<file path="src/rtl/tpu_pkg.sv">
// Shared TPU types for the input setup stage: default array geometry,
// the activation element type and the setup FSM state encoding.
package tpu_pkg;

    localparam int N_DEF      = 2;
    localparam int DATA_W_DEF = 8;

    typedef logic [DATA_W_DEF-1:0] elem_t;

    typedef enum logic [1:0] {
        IDLE   = 2'd0,
        HELD   = 2'd1,
        STREAM = 2'd2
    } setup_state_t;

endpackage

</file>
<file path="src/rtl/input_setup_if.sv">
// Tile load / stream handshake between the UB-side controller (master)
// and the input setup stage (slave).
interface input_setup_if #(
    parameter int N      = 2,
    parameter int DATA_W = 8
);
    logic                  load_tile;
    logic [N*N*DATA_W-1:0] tile_in;
    logic                  start;
    logic [N*DATA_W-1:0]   row_data;
    logic [N-1:0]          row_valid;
    logic                  tile_held;
    logic                  busy;
    logic                  done;
    logic                  load_drop;

    modport master (
        output load_tile, tile_in, start,
        input  row_data, row_valid, tile_held, busy, done, load_drop
    );

    modport slave (
        input  load_tile, tile_in, start,
        output row_data, row_valid, tile_held, busy, done, load_drop
    );
endinterface

</file>
<file path="src/rtl/skew_delay_line.sv">
// Fixed-depth shift register carrying {valid, data} for one array row;
// depth 0 is a plain pass-through.
module skew_delay_line #(
    parameter int DEPTH = 0,
    parameter int W     = 9
) (
    input  logic         clk,
    input  logic         reset,
    input  logic [W-1:0] d_in,
    output logic [W-1:0] d_out
);

    generate
        if (DEPTH == 0) begin : g_pass
            assign d_out = d_in;
        end else begin : g_pipe
            logic [W-1:0] pipe_q [DEPTH];

            // Shift one stage per cycle; reset drains every stage to invalid/zero.
            always_ff @(posedge clk or posedge reset) begin
                if (reset) begin
                    for (int i = 0; i < DEPTH; i++) pipe_q[i] <= '0;
                end else begin
                    pipe_q[0] <= d_in;
                    for (int i = 1; i < DEPTH; i++) pipe_q[i] <= pipe_q[i-1];
                end
            end

            assign d_out = pipe_q[DEPTH-1];
        end
    endgenerate

endmodule

</file>
<file path="src/rtl/input_setup.sv">
// Captures an NxN activation tile and replays it diagonally skewed to the
// systolic array west edge. Optional shadow tile: INPUT_SETUP_DOUBLE_BUF_EN.
module input_setup
    import tpu_pkg::*;
#(
    parameter int N      = N_DEF,
    parameter int DATA_W = DATA_W_DEF
) (
    input  logic               clk,
    input  logic               reset,
    input_setup_if.slave       bus
);

    localparam int STEP_W = (2*N-1 > 1) ? $clog2(2*N-1) : 1;
    localparam logic [STEP_W-1:0] LAST_STEP = STEP_W'(2*N-2);

    setup_state_t              state_q, state_d;
    logic [STEP_W-1:0]         step_q, step_d;
    logic [N*N*DATA_W-1:0]     tile_q, tile_d;
    logic [N-1:0]              feed_valid_q, feed_valid_d;
    logic [N*DATA_W-1:0]       feed_data_q, feed_data_d;
    logic                      done_q, done_d;
    logic                      load_drop_q, load_drop_d;
    logic                      tile_held_q, busy_q;
    logic                      refused_load_s;
`ifdef INPUT_SETUP_DOUBLE_BUF_EN
    logic [N*N*DATA_W-1:0]     shadow_q, shadow_d;
    logic                      shadow_full_q, shadow_full_d;
`endif

    function automatic logic [N*DATA_W-1:0] column(input logic [N*N*DATA_W-1:0] t,
                                                   input int col);
        logic [N*DATA_W-1:0] c;
        c = '0;
        for (int r = 0; r < N; r++) c[r*DATA_W +: DATA_W] = t[(r*N+col)*DATA_W +: DATA_W];
        return c;
    endfunction

    // Next-state logic: the feed stage presents unskewed column s at step s < N.
    always_comb begin
        state_d        = state_q;
        step_d         = step_q;
        tile_d         = tile_q;
        done_d         = 1'b0;
        load_drop_d    = 1'b0;
        feed_valid_d   = '0;
        feed_data_d    = '0;
        refused_load_s = 1'b0;
`ifdef INPUT_SETUP_DOUBLE_BUF_EN
        shadow_d       = shadow_q;
        shadow_full_d  = shadow_full_q;
`endif
        case (state_q)
            IDLE: begin
                if (bus.load_tile) begin
                    tile_d  = bus.tile_in;
                    state_d = HELD;
                end else begin
                    state_d = IDLE;
                end
            end
            HELD: begin
                if (bus.start) begin
                    state_d        = STREAM;
                    step_d         = '0;
                    feed_valid_d   = '1;
                    feed_data_d    = column(tile_q, 0);
                    refused_load_s = bus.load_tile;
                end else if (bus.load_tile) begin
                    tile_d = bus.tile_in;
                end else begin
                    state_d = HELD;
                end
            end
            STREAM: begin
                refused_load_s = bus.load_tile;
                if (step_q == LAST_STEP) begin
                    state_d = IDLE;
                    step_d  = '0;
                    done_d  = 1'b1;
                end else begin
                    step_d = step_q + STEP_W'(1);
                    if (int'(step_d) < N) begin
                        feed_valid_d = '1;
                        feed_data_d  = column(tile_q, int'(step_d));
                    end else begin
                        feed_valid_d = '0;
                    end
                end
            end
            default: state_d = IDLE;
        endcase
`ifdef INPUT_SETUP_DOUBLE_BUF_EN
        // A load arriving on the final step lands in the shadow and is promoted at once.
        if (refused_load_s) begin
            shadow_d      = bus.tile_in;
            shadow_full_d = 1'b1;
        end else begin
            shadow_d = shadow_d;
        end
        if (done_d && shadow_full_d) begin
            tile_d        = shadow_d;
            shadow_full_d = 1'b0;
            state_d       = HELD;
        end else begin
            shadow_full_d = shadow_full_d;
        end
`else
        load_drop_d = refused_load_s;
`endif
    end

    // State, tile storage and registered status outputs.
    always_ff @(posedge clk or posedge reset) begin
        if (reset) begin
            state_q       <= IDLE;
            step_q        <= '0;
            tile_q        <= '0;
            feed_valid_q  <= '0;
            feed_data_q   <= '0;
            done_q        <= 1'b0;
            load_drop_q   <= 1'b0;
            tile_held_q   <= 1'b0;
            busy_q        <= 1'b0;
`ifdef INPUT_SETUP_DOUBLE_BUF_EN
            shadow_q      <= '0;
            shadow_full_q <= 1'b0;
`endif
        end else begin
            state_q       <= state_d;
            step_q        <= step_d;
            tile_q        <= tile_d;
            feed_valid_q  <= feed_valid_d;
            feed_data_q   <= feed_data_d;
            done_q        <= done_d;
            load_drop_q   <= load_drop_d;
            tile_held_q   <= (state_d == HELD);
            busy_q        <= (state_d == STREAM);
`ifdef INPUT_SETUP_DOUBLE_BUF_EN
            shadow_q      <= shadow_d;
            shadow_full_q <= shadow_full_d;
`endif
        end
    end

    logic [N-1:0]        row_valid_s;
    logic [N*DATA_W-1:0] row_data_s;

    generate
        for (genvar r = 0; r < N; r++) begin : g_row
            logic [DATA_W:0] row_bits_s;
            skew_delay_line #(.DEPTH(r), .W(DATA_W+1)) u_delay (
                .clk   (clk),
                .reset (reset),
                .d_in  ({feed_valid_q[r], feed_data_q[r*DATA_W +: DATA_W]}),
                .d_out (row_bits_s)
            );
            assign row_valid_s[r]                  = row_bits_s[DATA_W];
            assign row_data_s[r*DATA_W +: DATA_W]  = row_bits_s[DATA_W-1:0];
        end
    endgenerate

    assign bus.row_valid = row_valid_s;
    assign bus.row_data  = row_data_s;
    assign bus.tile_held = tile_held_q;
    assign bus.busy      = busy_q;
    assign bus.done      = done_q;
    assign bus.load_drop = load_drop_q;

endmodule

</file>
<file path="src/flat_wrapper.sv">
// flat-port wrapper written by rule: the top's interface ports become plain ports
module input_setup_flat import tpu_pkg::*;
#(
    parameter int N      = N_DEF,
    parameter int DATA_W = DATA_W_DEF
)
  (clk, reset, bus_load_tile, bus_tile_in, bus_start, bus_row_data, bus_row_valid, bus_tile_held, bus_busy, bus_done, bus_load_drop);
  input_setup_if #(.N(N), .DATA_W(DATA_W)) bus_i ();
  input  logic clk;
  input  logic reset;
  input wire logic [$bits(bus_i.load_tile)-1:0] bus_load_tile;
  input wire logic [$bits(bus_i.tile_in)-1:0] bus_tile_in;
  input wire logic [$bits(bus_i.start)-1:0] bus_start;
  output wire logic [$bits(bus_i.row_data)-1:0] bus_row_data;
  output wire logic [$bits(bus_i.row_valid)-1:0] bus_row_valid;
  output wire logic [$bits(bus_i.tile_held)-1:0] bus_tile_held;
  output wire logic [$bits(bus_i.busy)-1:0] bus_busy;
  output wire logic [$bits(bus_i.done)-1:0] bus_done;
  output wire logic [$bits(bus_i.load_drop)-1:0] bus_load_drop;
  assign bus_i.load_tile = bus_load_tile;
  assign bus_i.tile_in = bus_tile_in;
  assign bus_i.start = bus_start;
  assign bus_row_data = bus_i.row_data;
  assign bus_row_valid = bus_i.row_valid;
  assign bus_tile_held = bus_i.tile_held;
  assign bus_busy = bus_i.busy;
  assign bus_done = bus_i.done;
  assign bus_load_drop = bus_i.load_drop;
  input_setup #(.N(N), .DATA_W(DATA_W)) u_core (.clk(clk), .reset(reset), .bus(bus_i));
endmodule
</file>
<file path="config.mk">
export PLATFORM = sky130hd
export DESIGN_NAME = input_setup_flat
export DESIGN_NICKNAME = d
export VERILOG_FILES = /design/src/rtl/tpu_pkg.sv /design/src/rtl/input_setup_if.sv /design/src/rtl/skew_delay_line.sv /design/src/rtl/input_setup.sv /design/src/flat_wrapper.sv
export SDC_FILE = /design/constraint.sdc
export NUM_CORES = 1
export LEC_CHECK = 0
export CAP_MARGIN = 15
export CELL_PAD_IN_SITES_DETAIL_PLACEMENT = 0
export CELL_PAD_IN_SITES_GLOBAL_PLACEMENT = 1
export CORE_AREA = 2 2 89 91
export DETAILED_ROUTE_END_ITERATION = 10
export DIE_AREA = 0 0 91 93
export PLACE_DENSITY = 0.78
export SETUP_SLACK_MARGIN = 0.5
export SYNTH_ARGS = -nofsm -noshare
export SYNTH_HDL_FRONTEND = slang
export SYNTH_SLANG_ARGS = --single-unit
</file>
<file path="constraint.sdc">
create_clock -name clk -period 2 [get_ports clk]
set_clock_uncertainty 0.05 [all_clocks]
set_input_delay 0.4 -clock clk [delete_from_list [all_inputs] [get_ports clk]]
set_output_delay 0.4 -clock clk [all_outputs]
set_load 0.05 [all_outputs]
</file>
==> summary.txt <==
Status
  • Result of the run: finished clean

Setup path
  • Cell repeated most along the worst path: inv_2
  • Cell type group with the largest total delay on the critical path: flip-flops
  • Start of the worst register-to-register path: u_core.state_q[0]
  • Data arrival at the endpoint of the critical path: 1.85 ns
  • Type of the worst setup path: register to register
  • Buffers plus inverters on the worst setup path: 3
  • Launching element of the worst setup path: u_core.state_q[0]
  • CP startpoint kind: register
  • Critical path endpoint category: register
  • Highest net fanout along the worst path: 13
  • Data required time at the worst endpoint: 2.17 ns
  • Critical-path top delay cell: dfrtp_1
  • Worst stage delay on the critical path: 0.43 ns
  • Cell-by-cell trace of the critical path: inv_2 > ha_4 > inv_2 > o21ai_2 > nand2_4 > buf_12 > mux2_4
  • WP depth: 7
  • Number of cells traversed by the worst register-to-register path: 7

Min path
  • Count of cells along the worst hold path: 0
  • Startpoint of the tightest hold check path: u_core.feed_data_q[12]
  • Classification of the worst-slack hold path: register to register

Finish
  • Number of inserted filler cells in the final layout: between 600 and 700
  • Number of standard cells in the layout, taps in and fillers out: 342
  • Diodes inserted: 0
  • Proportion of layout cells with a drive suffix above 1: 44.2%
  • Area added between synthesis and finish: 37.6%
  • Final net count: ~280

Global route
  • Number of global-route vias before repair: 1546
  • Wire length of the first global-routing pass: 8210 µm
  • Initial antenna violation count: 0
  • Met3 usage in global routing: under 10%
  • Sum of overflow across all layers after global routing: 0
  • Maximum number of pins on one net before global-route repair: 67
  • Gr busiest metal: met2
  • Met2 GRT Util: 18.8%
  • GRT Overall Usage: 13.0%
  • Met1 usage in global routing: approximately 17%

Clocking
  • Root buffer cell: clkbuf_8
  • Number of buffers inserted during clock tree synthesis: 9
  • Clk pin slew, worst setup/hold paths: 0.07 ns
  • TritonCTS clock tree: built
  • Buffer levels on the longest clock path: 2
  • CTS H-tree depth: 3
  • Sinks on the clock net: 66
  • Total of hold buffers inserted after clock tree synthesis: 0
  • Clock latency on the worst-skew pair: 0.34 ns

Logic synthesis
  • Commonest cells in the netlist: dfrtp_1, mux2_4, a22o_1
  • Flip-flop cell with the highest count after synthesis: dfrtp_1
  • Syn Std Cell Area: about 2700 µm²
  • Number of library cell types mapped by synthesis: 28
  • Nets in the synthesized netlist: about 210
  • Most instantiated library cell after synthesis: dfrtp_1
  • Number of enable-type register cells in the synthesized netlist: 0
  • Flops & latches, synth: 66
  • Post-Syn Instances: ~170
  • Yosys warning total: 0
  • Portion of the post-synthesis area used by sequential elements: between 60% and 70%
  • Top post-synthesis cells by area: dfrtp_1, mux2_4, a22o_1
  • Mean cell area of the mapped netlist: 16.0 µm²
  • Share of flip-flops with an asynchronous set or reset: 100%
  • Fraction of synthesized cell area taken by the top area cell type: between 60% and 70%
  • Synth area leader: dfrtp_1

Routing
  • Length of the first detailed-routing pass in iterations: 4
  • Post-DR wirelength/cell: 14.9 µm
  • Total Wirelength: roughly 5100 µm
  • Detailed-route vias per instance: 4.43
  • DRC violation count after routing: 0
  • DR iter-0 viols: 59
  • Number of vias in the routed layout: roughly 1500
  • Final antenna-violating net count: 0

STA
  • Min Tclk post-route: 1.68 ns
  • Final setup fails: 0
  • Hold Violations, Final: 0
  • Worst Tran Pin Value: 0.343 ns
  • Max-slew violation count: 0
  • Minimum setup slack in the final design: approximately 0.32 ns
  • Unrepaired setup endpoints after global routing: true
  • Peak Freq: 0.594 GHz
  • Rel. slew slack: 77.1%
  • Setup tns final: 0 ns
  • Final Cycle Share: 84.1%

Floorplanning
  • Initial Utilization: 35.6%
  • Number of ports placed on the die boundary: 58
  • Row count: 32
  • Height of the chip: between 90 and 100 µm
  • DIE AREA: 8460 µm²
  • Die X: 91 µm
  • Core footprint: 7530 µm²

Power
  • Leakage power: 0.00180 µW
  • Power per Cell Area: 1680 nW/µm²
  • Largest voltage drop on the vdd net: between 0.5 and 0.6 mV

Place
  • Half-perimeter wire length of the detailed placement result: 3110 µm
  • Gpl congestion: ~0.72
  • Placed cells: 317
  • Number of port buffers: 57
  • Pre-CTS setup slack: around 0.058 ns

Run
  • Max-cap violations: 0
-- layout make-up --
type	instances	area (µm²)	share of cell area, %
sequential	66	1650	44.8
multi-input combinational	81	972	26.4
timing repair buffer	71	646	17.5
clock inverter	7	141	3.83
tap	102	128	3.46
clock buffer	9	124	3.36
inverter	6	26.3	0.712
-- layer usage --
metal	up-vias	part of all wire, %
met5	-	0
met1	751	46
met4	0	2.6
met2	39	47
met3	10	4.6
li1	714	-
-- worst paths after layout --
check	end	slack, ns
worst max register to register	u_core.tile_q[24]	0.32
max in group asynchronous	u_core.tile_q[16]	1.17
worst min register to register	u_core.g_row[1].u_delay.d_out[4]	0.30
min in group asynchronous	u_core.g_row[1].u_delay.d_out[7]	0.45
worst min-delay path	u_core.g_row[1].u_delay.d_out[4]	0.30
worst max-delay path	u_core.tile_q[24]	0.32
-- placed cells by master (no fill, tap or decap), types with 2 or more instances in the layout --
cell,Yosys,routed
dfrtp_1,66,66
clkdlybuf4s50_1,0,35
mux2_4,30,30
buf_2,1,18
a22o_1,16,16
clkbuf_8,0,9
buf_4,9,9
inv_2,0,5
nor2_1,4,4
ha_4,0,4
bufinv_16,0,4
a21oi_2,0,3
ha_1,7,3
buf_12,1,3
buf_6,4,3
clkinvlp_4,0,2
a32o_1,2,2
mux2_2,2,2
-- where the power goes --
group	internal, µW	switching, µW
clock network	954	519
logic	1320	1260
registers	1880	262
total	4150	2040
-- sequential cells by signal, indices dropped and copies added (netlist names) --
name / count
u_core.bus.busy: 1
u_core.feed_data_q: 16
u_core.feed_valid_q: 1
u_core.bus.done: 1
u_core.state_q: 2
u_core.bus.load_drop: 1
u_core.tile_q: 32
u_core.step_q: 2
u_core.bus.tile_held: 1
u_core.g_row.u_delay.d_out: 9
-- through the flow --
step                      hold WS [ns]  area, µm²  total power, µW  util [%]
after CTS                        0.296       3690             6220      49.1
after floorplan                  0.281       2770             4110         -
after detailed placement         0.285       3390             4630      45.0
final                            0.295       3690             6190      49.0
after global routing             0.306       3690             6520      49.0
after global placement           0.282       3390             4570      45.0
-- cells by family after synthesis --
kind of cell / count (synthesis) / share of synthesized area [%]
buf+inv: 21 / 5.97
simple gates: 16 / 3.69
compound gates: 26 / 7.84
mux: 32 / 17.6
flops: 66 / 61.6
fa+ha+maj: 7 / 3.27
-- timing repair --
action | CTS | global route
endpoints found under the hold margin | 0 | 0
setup endpoints to repair | 71 | 60
pin swaps | 0 | 3
buffers inserted | 5 | 3
resized for setup | 87 | 20
cloned | 1 | 0
Note: power is estimated with default switching activity, not from simulation.
